===== config.mk =====
export PLATFORM = sky130hd
export DESIGN_NAME = piece_dispatcher
export DESIGN_NICKNAME = d
export VERILOG_FILES = /design/src/rtl/piece_dispatcher.sv
export SDC_FILE = /design/constraint.sdc
export NUM_CORES = 1
export LEC_CHECK = 0
export ABC_CLOCK_PERIOD_IN_PS = 1900
export CORE_MARGIN = 2
export CORE_UTILIZATION = 45
export DETAILED_ROUTE_END_ITERATION = 8
export MAX_ROUTING_LAYER = met4
export PLACE_DENSITY = 0.68
export SYNTH_ARGS = -nofsm -noshare
export SYNTH_HDL_FRONTEND = slang
export SYNTH_SLANG_ARGS = --single-unit

===== constraint.sdc =====
create_clock -name clk -period 1.9 [get_ports clk]
set_input_delay 0.285 -clock clk [delete_from_list [all_inputs] [get_ports clk]]
set_output_delay 0.285 -clock clk [all_outputs]
set_load 0.05 [all_outputs]

===== src/rtl/piece_dispatcher.sv =====
// piece_dispatcher: sequences Tetris piece spawning. A free-running LFSR feeds a
// 7-bag randomizer that fills a 3-deep preview queue. Pieces are issued to the
// board controller on request, and a blocked spawn latches game-over until the
// next start pulse.
module piece_dispatcher #(
    parameter int          MaxTypeNum = 7,
    parameter logic [3:0]  SpawnX     = 4'd3,
    parameter logic [3:0]  SpawnY     = 4'd0,
    parameter logic [15:0] LfsrSeed   = 16'hACE1
) (
    input  logic        clk,
    input  logic        rst,
    input  logic        start,
    input  logic        req,
    input  logic        spawn_blocked,
    output logic        ready,
    output logic        valid,
    output logic [3:0]  square_x,
    output logic [3:0]  square_y,
    output logic [2:0]  square_type,
    output logic [2:0]  next_type,
    output logic        game_over,
    output logic [15:0] pieces_issued
);

    typedef enum logic [2:0] {
        ST_IDLE  = 3'd0,
        ST_FILL  = 3'd1,
        ST_READY = 3'd2,
        ST_ISSUE = 3'd3,
        ST_OVER  = 3'd4
    } state_t;

    // Number of types not yet drawn from the current bag.
    function automatic logic [3:0] free_count(input logic [MaxTypeNum-1:0] mask);
        logic [3:0] cnt;
        cnt = 4'd0;
        for (int i = 0; i < MaxTypeNum; i++) begin
            cnt = cnt + {3'd0, ~mask[i]};
        end
        return cnt;
    endfunction

    // Index of the k-th clear bit of the mask, counting from bit 0.
    function automatic logic [2:0] kth_free(input logic [MaxTypeNum-1:0] mask,
                                            input logic [3:0]            k);
        logic [2:0] sel;
        logic [3:0] seen;
        sel  = 3'd0;
        seen = 4'd0;
        for (int i = 0; i < MaxTypeNum; i++) begin
            if (!mask[i] && (seen == k)) begin
                sel = 3'(i);
            end
            seen = seen + {3'd0, ~mask[i]};
        end
        return sel;
    endfunction

    logic                  rst_meta_q;
    logic                  rst_sync_n_q;

    state_t                state_q, state_d;
    logic [15:0]           lfsr_q, lfsr_d;
    logic [MaxTypeNum-1:0] mask_q, mask_d;
    logic [1:0]            fill_cnt_q, fill_cnt_d;
    logic [2:0]            q0_q, q0_d;
    logic [2:0]            q1_q, q1_d;
    logic [2:0]            q2_q, q2_d;
    logic [3:0]            sq_x_q, sq_x_d;
    logic [3:0]            sq_y_q, sq_y_d;
    logic [2:0]            sq_type_q, sq_type_d;
    logic [15:0]           cnt_q, cnt_d;
    logic                  ready_q, ready_d;
    logic                  valid_q, valid_d;
    logic                  game_over_q, game_over_d;

    logic [3:0]            free_s;
    logic [3:0]            k_s;
    logic [2:0]            draw_s;
    logic [MaxTypeNum-1:0] mask_set_s;
    logic [MaxTypeNum-1:0] mask_drawn_s;
    logic                  shift_s;
    logic                  issue_s;

    // Reset synchronizer: assertion is immediate, release waits two clock edges.
    always_ff @(posedge clk or negedge rst) begin
        if (!rst) begin
            rst_meta_q   <= 1'b0;
            rst_sync_n_q <= 1'b0;
        end else begin
            rst_meta_q   <= 1'b1;
            rst_sync_n_q <= rst_meta_q;
        end
    end

    // Bag draw datapath: pick the (lfsr mod free)-th unused type, refill when empty.
    always_comb begin
        lfsr_d       = {lfsr_q[14:0], lfsr_q[15] ^ lfsr_q[13] ^ lfsr_q[12] ^ lfsr_q[10]};
        free_s       = free_count(mask_q);
        if (free_s == 4'd0) begin
            k_s = 4'd0;
        end else begin
            k_s = 4'(lfsr_q[7:0] % {4'd0, free_s});
        end
        draw_s       = kth_free(mask_q, k_s);
        mask_set_s   = mask_q | ({{(MaxTypeNum-1){1'b0}}, 1'b1} << draw_s);
        if (&mask_set_s) begin
            mask_drawn_s = '0;
        end else begin
            mask_drawn_s = mask_set_s;
        end
    end

    // Sequencer next-state: start always restarts; otherwise fill, serve requests, detect top-out.
    always_comb begin
        state_d    = state_q;
        mask_d     = mask_q;
        fill_cnt_d = fill_cnt_q;
        q0_d       = q0_q;
        q1_d       = q1_q;
        q2_d       = q2_q;
        sq_x_d     = sq_x_q;
        sq_y_d     = sq_y_q;
        sq_type_d  = sq_type_q;
        cnt_d      = cnt_q;
        shift_s    = 1'b0;
        issue_s    = 1'b0;

        if (start) begin
            state_d    = ST_FILL;
            mask_d     = '0;
            cnt_d      = 16'd0;
            fill_cnt_d = 2'd0;
        end else begin
            case (state_q)
                ST_IDLE: begin
                    state_d = ST_IDLE;
                end
                ST_FILL: begin
                    shift_s = 1'b1;
                    if (fill_cnt_q == 2'd2) begin
                        state_d = ST_READY;
                    end else begin
                        fill_cnt_d = fill_cnt_q + 2'd1;
                    end
                end
                ST_READY: begin
                    if (req) begin
                        issue_s = 1'b1;
                        shift_s = 1'b1;
                        state_d = ST_ISSUE;
                    end else begin
                        state_d = ST_READY;
                    end
                end
                ST_ISSUE: begin
                    if (spawn_blocked) begin
                        state_d = ST_OVER;
                    end else begin
                        state_d = ST_READY;
                    end
                end
                ST_OVER: begin
                    state_d = ST_OVER;
                end
                default: begin
                    state_d = ST_IDLE;
                end
            endcase

            if (shift_s) begin
                q0_d   = q1_q;
                q1_d   = q2_q;
                q2_d   = draw_s;
                mask_d = mask_drawn_s;
            end else begin
                mask_d = mask_q;
            end

            if (issue_s) begin
                sq_type_d = q0_q;
                sq_x_d    = SpawnX;
                sq_y_d    = SpawnY;
                cnt_d     = cnt_q + 16'd1;
            end else begin
                cnt_d     = cnt_q;
            end
        end

        ready_d     = (state_d == ST_READY);
        valid_d     = issue_s;
        game_over_d = (state_d == ST_OVER);
    end

    // State and output registers, held in reset until the synchronized release.
    always_ff @(posedge clk or negedge rst_sync_n_q) begin
        if (!rst_sync_n_q) begin
            state_q     <= ST_IDLE;
            lfsr_q      <= LfsrSeed;
            mask_q      <= '0;
            fill_cnt_q  <= 2'd0;
            q0_q        <= 3'd0;
            q1_q        <= 3'd0;
            q2_q        <= 3'd0;
            sq_x_q      <= 4'd0;
            sq_y_q      <= 4'd0;
            sq_type_q   <= 3'd0;
            cnt_q       <= 16'd0;
            ready_q     <= 1'b0;
            valid_q     <= 1'b0;
            game_over_q <= 1'b0;
        end else begin
            state_q     <= state_d;
            lfsr_q      <= lfsr_d;
            mask_q      <= mask_d;
            fill_cnt_q  <= fill_cnt_d;
            q0_q        <= q0_d;
            q1_q        <= q1_d;
            q2_q        <= q2_d;
            sq_x_q      <= sq_x_d;
            sq_y_q      <= sq_y_d;
            sq_type_q   <= sq_type_d;
            cnt_q       <= cnt_d;
            ready_q     <= ready_d;
            valid_q     <= valid_d;
            game_over_q <= game_over_d;
        end
    end

    assign ready         = ready_q;
    assign valid         = valid_q;
    assign square_x      = sq_x_q;
    assign square_y      = sq_y_q;
    assign square_type   = sq_type_q;
    assign next_type     = q0_q;
    assign game_over     = game_over_q;
    assign pieces_issued = cnt_q;

endmodule


==> metrics.md, run 1 <==
| Metric | Value |
|---|---|
| Worst-case reg-to-reg path depth | `73` |
| Period utilisation layout | `7.41` |
| Slowest cell on the critical path | `fa_1` |
| Layout Nets | `about 840` |
| CTS tree | `yes` |
| Worst path max stage delay | `slightly below 0.6 ns` |
| Via count | `5,119` |
| Fin. max-slew vios | `0` |
| Dpl cells | `871` |
| Failing checks | `negative setup slack` |
| Register area share after synthesis | `0.310` |
| DR vias/cell | `about 5.5` |
| CTS Sinks | `just over 60` |
| Core ar. | `0.0109 mm²` |
| Worst skew pair latency | `roughly 0.33 ns` |
| Total grt overflow | `0` |
| Final setup violation count | `10` |
| Setup Skew | `0.00960 ns` |
| Kind of critical path | `reg -> reg` |
| Most frequent cells in the layout | `buf_4 (216), dfrtp_1 (53), nor2_1 (43)` |
| Die width | `110 µm` |
| Max-cap violations | `0` |
| Largest net degree at the start of global routing | `between 50 and 60` |
| HPWL after DPL | `10,400 µm` |
| Vias in the first global route | `around 5,300` |
| FF+latch count, synth | `62` |
| Clk pin slew, worst setup/hold paths | `0.07 ns` |
| Port Buffers | `31` |
| Io pins | `38` |
| Synthesized area | `a little over 0.005 mm²` |
| DRT Pass-1 Iters | `5` |
| Primary FF master, synth | `dfrtp_1` |
| Worst slew margin | `0.630` |
| Placed inst area | `0.00690 mm²` |
| Hold/Removal Path Class | `reg -> async` |
| Post-DR wirelength/cell | `15.9 µm` |
| Max Fclk | `71.0 MHz` |
| Aggregate routed wire length | `14,900 µm` |
| Worst Tran Pin Value | `~0.55 ns` |
| Global-route wire length before repair | `23,500 µm` |
| ANT cells | `0` |
| CP endpoint kind | `flop` |
| H-Tree Depth | `3` |
| Run status | `complete, but fails checks` |
| Setup slack after layout | `-12.19 ns` |
| Synth async-reset ratio | `1.00` |
| Number of fillers in the final layout | `746` |
| Starting DRT DRC Count | `approximately 260` |
| Worst Path Max Fanout | `7` |
| Site Rows | `38` |
| Starting Density | `0.462` |
| Worst r2r dst | `mask_q[0]$_DFFE_PN0P_` |
| Netlist cell types | `87` |
| Syn Inst Count | `545` |
| GRT Total Usage | `0.253` |
| Initial antenna violation count | `0` |
| Critical path buffer and inverter count | `8` |
| Finished Layout Cells | `935` |
| Num CTS Buffers | `9` |
| Critical path's top delay family | `compound AO/OA/AOI/OAI gates` |
| Routed Antenna Nets | `0` |
| Post-route cell area | `around 0.0078 mm²` |
| YS warnings | `0` |
| DRC | `0` |
| Reg2reg start | `mask_q[2]$_DFFE_PN0P_` |
| Crit path launch type | `flop` |
| Most common cell after layout, fill and taps aside | `buf_4` |
| Post-synth EDFFs | `0` |
| Chip Height | `110 µm` |
| Number of hold buffers added after cts | `0` |
| Die area | `0.0121 mm²` |
| Clock Tree Buf Depth | `2` |
| Synth Area per Inst | `9.24 µm²` |
| RSZ-0062 raised after global routing | `true` |
| Critical Path RT | `2.13 ns` |
| Pre-CTS setup slack | `-12.40 ns` |
| CTS root buf | `clkbuf_8` |
| Final Hold Fails | `0` |
| P&R area growth vs syn | `55.4%` |
| Layout cells sized above 1 | `0.465` |
| Worst Path Arrival | `14.32 ns` |
| Final GP Congestion | `between 0.8 and 0.9` |
| WHS | `0.116 ns` |
| Min cycle time layout | `roughly 14 ns` |
| Worst reg-to-reg setup slack | `-12.19 ns` |
## synth_stat cells (9+ instances only)
master	instances	area (µm²)
nand2_1	37	139
a21oi_1	35	175
o21a_1	12	90.1
o21ai_0	17	85.1
inv_1	30	113
xor2_1	21	184
nor2b_1	9	56.3
dfrtp_1	54	1350
mux2_2	14	158
clkbuf_1	11	41.3
buf_4	9	67.6
nor3_1	19	95.1
xnor2_1	19	166
nor2_1	53	199
mux2i_1	11	110
ha_1	38	475
## how the worst max path moves through the flow
stage,start,endpoint,depth (start not counted)
2_1_floorplan,mask_q[1]$_DFFE_PN0P_,mask_q[0]$_DFFE_PN0P_,72
4_1_cts,mask_q[0]$_DFFE_PN0P_,mask_q[0]$_DFFE_PN0P_,73
5_1_grt,mask_q[2]$_DFFE_PN0P_,mask_q[0]$_DFFE_PN0P_,72
6_report,mask_q[2]$_DFFE_PN0P_,mask_q[0]$_DFFE_PN0P_,73
3_5_place_dp,mask_q[2]$_DFFE_PN0P_,mask_q[0]$_DFFE_PN0P_,70
3_3_place_gp,mask_q[2]$_DFFE_PN0P_,mask_q[0]$_DFFE_PN0P_,71
## flip-flops by register name, summed over array words and instances, names as in the netlist, 2 cells and up
register,cells
state_q,3
mask_q,7
q2_q,3
square_type,3
fill_cnt_q,2
pieces_issued,16
q1_q,3
lfsr_q,16
next_type,3
## metrics by stage
step	util	TNS, ns
5_1_grt	0.719	-127.14
3_5_place_dp	0.634	-124.42
4_1_cts	0.690	-118.12
3_3_place_gp	0.634	-116.07
2_1_floorplan	-	-117.30
6_report	0.719	-120.83
## logic make-up (layout without fill, tap and decap cells)
family,Yosys count,in the layout,share of synthesized area
compound gates,131,131,0.191
xor+xnor,42,42,0.0798
fa+ha+maj,42,42,0.107
buf+inv,52,297,0.0470
flops,62,62,0.310
mux,29,29,0.0681
other cells,2,7,0.00149
simple gates,185,185,0.196
## worst reg2reg max path: cells and delay by family, from the launching register on
| family | cells | cell delay [ns] |
|---|---|---|
| AO/OA/AOI/OAI | 29 | 4.44 |
| adder cells (fa/ha/maj) | 12 | 3.40 |
| AND/OR/NAND/NOR | 17 | 3.07 |
| buffers and inverters | 8 | 0.97 |
| multiplexers | 4 | 0.90 |
| XOR/XNOR | 3 | 0.78 |
| flip-flops | 1 | 0.40 |
## what timing repair did
item                       in CTS  in global routing
setup endpoints to repair      12                 18
buffers inserted               27                 21
gates resized for setup        46                 33
pin swaps                      31                 47
## area by class of cell
cell class | count | area (µm²) | share of cell area
Timing Repair Buffer | 250 | 1990 | 0.255
Tap cell | 140 | 175 | 0.0224
Inverter | 31 | 116 | 0.0149
Sequential cell | 62 | 1560 | 0.200
Multi-Input combinational cell | 436 | 3800 | 0.486
Clock buffer | 11 | 141 | 0.0181
Clock inverter | 5 | 36.3 | 0.00464
## metal layers
metal / global-route usage / share of wire / vias to the layer above
met2: 0.450 / 0.52 / 131
met5: - / 0 / -
met1: 0.285 / 0.42 / 2505
met4: 0.108 / 0.032 / 0
met3: 0.0320 / 0.027 / 45
li1: - / - / 2438
Power of run 1 is left out: the tool's default activity adds up to more than one toggle a clock period on the data nets, which glitch-free logic cannot reach.
==> run 2, diff against run 1 <==
- GPL_TIMING_DRIVEN: not set -> 0
- SLEW_MARGIN: not set -> 40
==> run 2 against run 1 <==
Against the previous run:
- the flow still finishes with violations (negative setup slack)
- cell count down 10%
- sequential cell count unchanged
- global-route usage decreased by 2.3 points
- first-iteration DRC count shrank 13%
- hold slack worse by 0.013 ns
- clock skew rose by 0.0014 ns
- count of clock-buffer cells in the layout rose by 2
==> metrics.md, run 2 (synthesis results as in run 1) <==
| Metric | Value |
|---|---|
| CTS root buf | `clkbuf_8` |
| CTS tree | `yes` |
| ANT cells | `0` |
| Site Rows | `38` |
| Num CTS Buffers | `9` |
| Layout cells sized above 1 | `0.398` |
| Initial antenna violation count | `0` |
| Fin. max-slew vios | `0` |
| Starting DRT DRC Count | `between 200 and 250` |
| Pre-CTS setup slack | `-13.57 ns` |
| Port Buffers | `30` |
| GRT Total Usage | `0.230` |
| Critical Path RT | `2.14 ns` |
| HPWL after DPL | `between 8000 and 9000 µm` |
| P&R area growth vs syn | `44.3%` |
| Setup Skew | `0.0110 ns` |
| DRC | `0` |
| Number of fillers in the final layout | `805` |
| Starting Density | `0.462` |
| Core ar. | `0.0109 mm²` |
| Crit path from | `mask_q[0]$_DFFE_PN0P_` |
| Number of hold buffers added after cts | `0` |
| Aggregate routed wire length | `13,800 µm` |
| Run status | `complete, but fails checks` |
| Routed Antenna Nets | `0` |
| Crit path launch type | `flop` |
| Final setup violation count | `10` |
| Worst slew margin | `0.574` |
| Min cycle time layout | `~15 ns` |
| Layout Nets | `738` |
| Worst Path Max Fanout | `7` |
| Worst Path Arrival | `14.81 ns` |
| Global-route wire length before repair | `21,400 µm` |
| Chip Height | `110 µm` |
| Reg2reg start | `mask_q[0]$_DFFE_PN0P_` |
| CTS Sinks | `a little over 60` |
| Slowest cell on the critical path | `fa_2` |
| Clock Tree Buf Depth | `2` |
| Setup slack after layout | `-12.67 ns` |
| Most common cell after layout, fill and taps aside | `buf_4` |
| H-Tree Depth | `3` |
| Final GP Congestion | `about 0.84` |
| Worst skew pair latency | `0.33 ns` |
| Kind of critical path | `reg -> reg` |
| Setup TNS | `-125.05 ns` |
| Period utilisation layout | `7.67` |
| Most frequent cells in the layout | `buf_4 (101), dfrtp_1 (50), nor2_1 (41)` |
| Largest net degree at the start of global routing | `32` |
| Hold/Removal Path Class | `in -> async` |
| Die width | `110 µm` |
| Worst Tran Pin Value | `roughly 0.64 ns` |
| RSZ-0062 raised after global routing | `true` |
| CP endpoint kind | `flop` |
| Worst path max stage delay | `between 0.6 and 0.7 ns` |
| Total grt overflow | `0` |
| Vias in the first global route | `4,631` |
| Io pins | `38` |
| Max Fclk | `between 60 and 70 MHz` |
| Via count | `4,670` |
| Post-DR wirelength/cell | `16.4 µm` |
| Failing checks | `negative setup slack` |
| DR vias/cell | `between 5 and 6` |
| DRT Pass-1 Iters | `4` |
| Final Hold Fails | `0` |
| Clk pin slew, worst setup/hold paths | `0.07 ns` |
| Max-cap violations | `0` |
| Die area | `0.0121 mm²` |
-- run 2: routing by layer --
metal  vias to the layer above  part of all wire  track usage
met4                         0             0.026       0.0769
met2                       113              0.52        0.402
met5                         -                 0            -
met3                        30             0.035       0.0320
met1                      2285              0.42        0.272
li1                       2242                 -            -
-- run 2: worst paths after layout --
path / endpoint / depth (start not counted) / slack [ns]
worst max-delay path: mask_q[0]$_DFFE_PN0P_ / 71 / -12.67
worst min-delay path: rst_sync_n_q$_DFF_PN0_ / 1 / 0.10
worst max register to register: mask_q[0]$_DFFE_PN0P_ / 71 / -12.67
worst min register to register: pieces_issued[12]$_DFFE_PN0P_ / 0 / 0.27
max in group asynchronous: q1_q[0]$_DFFE_PN0P_ / 1 / 1.12
min in group clk: rst_sync_n_q$_DFF_PN0_ / 0 / 0.35
-- run 2: final cells by class --
cell class | instances | area, µm² | area share
Inverter | 31 | 119 | 0.0164
Clock inverter | 3 | 42.5 | 0.00586
Buffer | 20 | 125 | 0.0172
Clock buffer | 13 | 159 | 0.0219
Tap cell | 140 | 175 | 0.0241
Sequential cell | 62 | 1570 | 0.216
Timing Repair Buffer | 133 | 1140 | 0.157
Multi-Input combinational cell | 436 | 3930 | 0.541
-- run 2: per-stage QoR --
stage	instances	util	hold slack, ns	cell area (µm²)
after detailed placement	721	0.528	0.276	5750
after CTS	803	0.621	0.0912	6760
after global placement	720	0.525	0.335	5720
after floorplan	550	-	-0.0106	5240
after global routing	838	0.667	0.0913	7270
final	838	0.667	0.103	7270
-- run 2: worst max-delay path, delay by kind of cell, from the launching register on --
kind,cells,cell delay [ns]
AOI/OAI and AO/OA,33,5.62
xor gates and xnor gates,2,0.42
adders and majority gates,11,3.38
buffers and inverters,3,0.38
DFF,1,0.44
muxes,3,0.81
and+or+nand+nor,19,3.41
-- run 2: repair_timing --
| item | in CTS | in global routing |
|---|---|---|
| pin swaps | 54 | 44 |
| resized for setup | 65 | 50 |
| setup endpoints to repair | 22 | 27 |
| setup buffers | 66 | 36 |
Power of run 2 is left out for the same reason.
==> run 3, diff against run 2 <==
- CORE_ASPECT_RATIO: not set -> 1.5
==> run 3 against run 2 <==
Against the previous run:
- the flow still finishes with violations (negative setup slack)
- register-to-register slack improved by 0.19 ns
- maximum frequency increased by 1.3%
- first-iteration DRC count increased by 23%
- sequential cell count unchanged
- count of clock-buffer cells in the layout decreased by 2
- global-route usage decreased by 0.63 points
- critical path depth increased by 4
- design area increased by 0.77%
- cell count increased by 0.12%
- wire length about the same
- critical endpoint is now mask_q[1]$_DFFE_PN0P_
- highest routed layer unchanged
==> metrics.md, run 3 (synthesis results as in run 1) <==
| Metric | Value |
|---|---|
| Aggregate routed wire length | `13,800 µm` |
| Most common cell on crit path | `ha_4` |
| HPWL after DPL | `8880 µm` |
| Hold/Removal Path Class | `in -> async` |
| Multi-input logic area | `about 0.004 mm²` |
| Final Hold Fails | `0` |
| Slowest cell on the critical path | `fa_2` |
| Worst-case reg-to-reg path depth | `75` |
| RSZ-0062 raised after global routing | `true` |
| Worst Path Max Fanout | `7` |
| Io pins | `38` |
| H-Tree Depth | `3` |
| Core ar. | `0.0110 mm²` |
| Clk pin slew, worst setup/hold paths | `~0.05 ns` |
| Crit path launch type | `flop` |
| CTS Sinks | `just over 60` |
| Critical Path RT | `2.13 ns` |
| DRC | `0` |
| Worst skew pair latency | `between 0.3 and 0.4 ns` |
| Run status | `complete, but fails checks` |
| CTS root buf | `clkbuf_16` |
| Finished Layout Cells | `839` |
| Via count | `4,732` |
| Max Fclk | `69.5 MHz` |
| GRT Total Usage | `0.224` |
| Routed Antenna Nets | `0` |
| Max-cap violations | `0` |
| DRT Pass-1 Iters | `4` |
| Port Buffers | `30` |
| DR vias/cell | `5.64` |
| Site Rows | `47` |
| Starting Density | `0.458` |
| Num CTS Buffers | `9` |
| Min cycle time layout | `between 10 and 15 ns` |
| P&R area growth vs syn | `45.4%` |
| Total grt overflow | `0` |
| Post-DR wirelength/cell | `16.4 µm` |
| Failing checks | `negative setup slack` |
| Global-route wire length before repair | `21,500 µm` |
| Worst Path Arrival | `14.61 ns` |
| Most common cell after layout, fill and taps aside | `buf_4` |
| Dpl cells | `728` |
| Largest net degree at the start of global routing | `34` |
| Final setup violation count | `10` |
| Number of fillers in the final layout | `829` |
| Clock Tree Buf Depth | `2` |
| Final GP Congestion | `0.863` |
| Worst path max stage delay | `0.62 ns` |
| Kind of critical path | `reg -> reg` |
| Fin. max-slew vios | `0` |
| Setup slack after layout | `-12.48 ns` |
| CP endpoint kind | `flop` |
| Die width | `90.4 µm` |
| Period utilisation layout | `7.57` |
| Chip Height | `134 µm` |
| Die area | `0.0121 mm²` |
| Worst Tran Pin Value | `just over 0.8 ns` |
| ANT cells | `0` |
| Number of hold buffers added after cts | `0` |
| Most frequent cells in the layout | `buf_4 (95), dfrtp_1 (50), nor2_1 (43)` |
| Layout Nets | `732` |
| Setup Skew | `0.00780 ns` |
| Initial antenna violation count | `0` |
| Starting DRT DRC Count | `281` |
| FF/Latch Area | `0.00157 mm²` |
| Worst slew margin | `0.460` |
| Layout cells sized above 1 | `0.393` |
| Vias in the first global route | `4,707` |
| CTS tree | `yes` |
==> run 3: metal layers <==
metal / vias to the layer above / share of wire / wire length, µm / GRT usage
met4: 0 / 0.037 / 510 / 0.117
met1: 2349 / 0.38 / 5240 / 0.221
met5: - / 0 / 0 / -
met3: 36 / 0.020 / 282 / 0.0266
li1: 2241 / - / - / -
met2: 106 / 0.56 / 7730 / 0.424
==> run 3: final timing paths <==
| kind | end | startpoint | slack, ns |
|---|---|---|---|
| setup / recovery | mask_q[1]$_DFFE_PN0P_ | mask_q[0]$_DFFE_PN0P_ | -12.48 |
| hold / removal | rst_sync_n_q$_DFF_PN0_ | rst | 0.12 |
| setup reg to reg | mask_q[1]$_DFFE_PN0P_ | mask_q[0]$_DFFE_PN0P_ | -12.48 |
| hold reg to reg | lfsr_q[8]$_DFF_PN0_ | rst_sync_n_q$_DFF_PN0_ | 0.28 |
| max in group asynchronous | mask_q[0]$_DFFE_PN0P_ | rst_sync_n_q$_DFF_PN0_ | 1.11 |
| min in group clk | lfsr_q[9]$_DFF_PN0_ | lfsr_q[8]$_DFF_PN0_ | 0.35 |
==> run 3: area by class of cell <==
| type | instances | area share |
|---|---|---|
| well taps | 147 | 0.0251 |
| repair buffers | 128 | 0.150 |
| inverters | 31 | 0.0162 |
| clock inverters | 5 | 0.00786 |
| plain buffers | 19 | 0.0166 |
| multi-input cells | 436 | 0.536 |
| clock buffers | 11 | 0.0345 |
| flip-flops and latches | 62 | 0.214 |
==> run 3: worst max-delay path: cells and delay by family (launching register included) <==
| kind | cells | cell delay [ns] |
|---|---|---|
| fa+ha+maj | 11 | 3.33 |
| buf+inv | 6 | 0.81 |
| simple gates | 23 | 3.71 |
| mux | 3 | 0.80 |
| xor+xnor | 1 | 0.08 |
| flops | 1 | 0.42 |
| compound gates | 31 | 5.08 |
==> run 3: through the flow <==
step	area [µm²]	setup TNS, ns	util	setup WS, ns	hold WS, ns
2_1_floorplan	5240	-117.30	-	-11.92	-0.0106
3_3_place_gp	5730	-165.26	0.521	-13.33	0.337
3_5_place_dp	5760	-140.38	0.524	-13.76	0.291
4_1_cts	6860	-123.15	0.624	-12.45	0.111
5_1_grt	7320	-128.83	0.666	-13.06	0.106
6_report	7320	-123.73	0.666	-12.48	0.119
==> run 3: repair_timing <==
| item | CTS | global route |
|---|---|---|
| pin swaps | 54 | 45 |
| gates resized for setup | 60 | 47 |
| buffers inserted | 64 | 33 |
| endpoints found under the setup margin | 21 | 24 |
Power of run 3 is left out for the same reason.
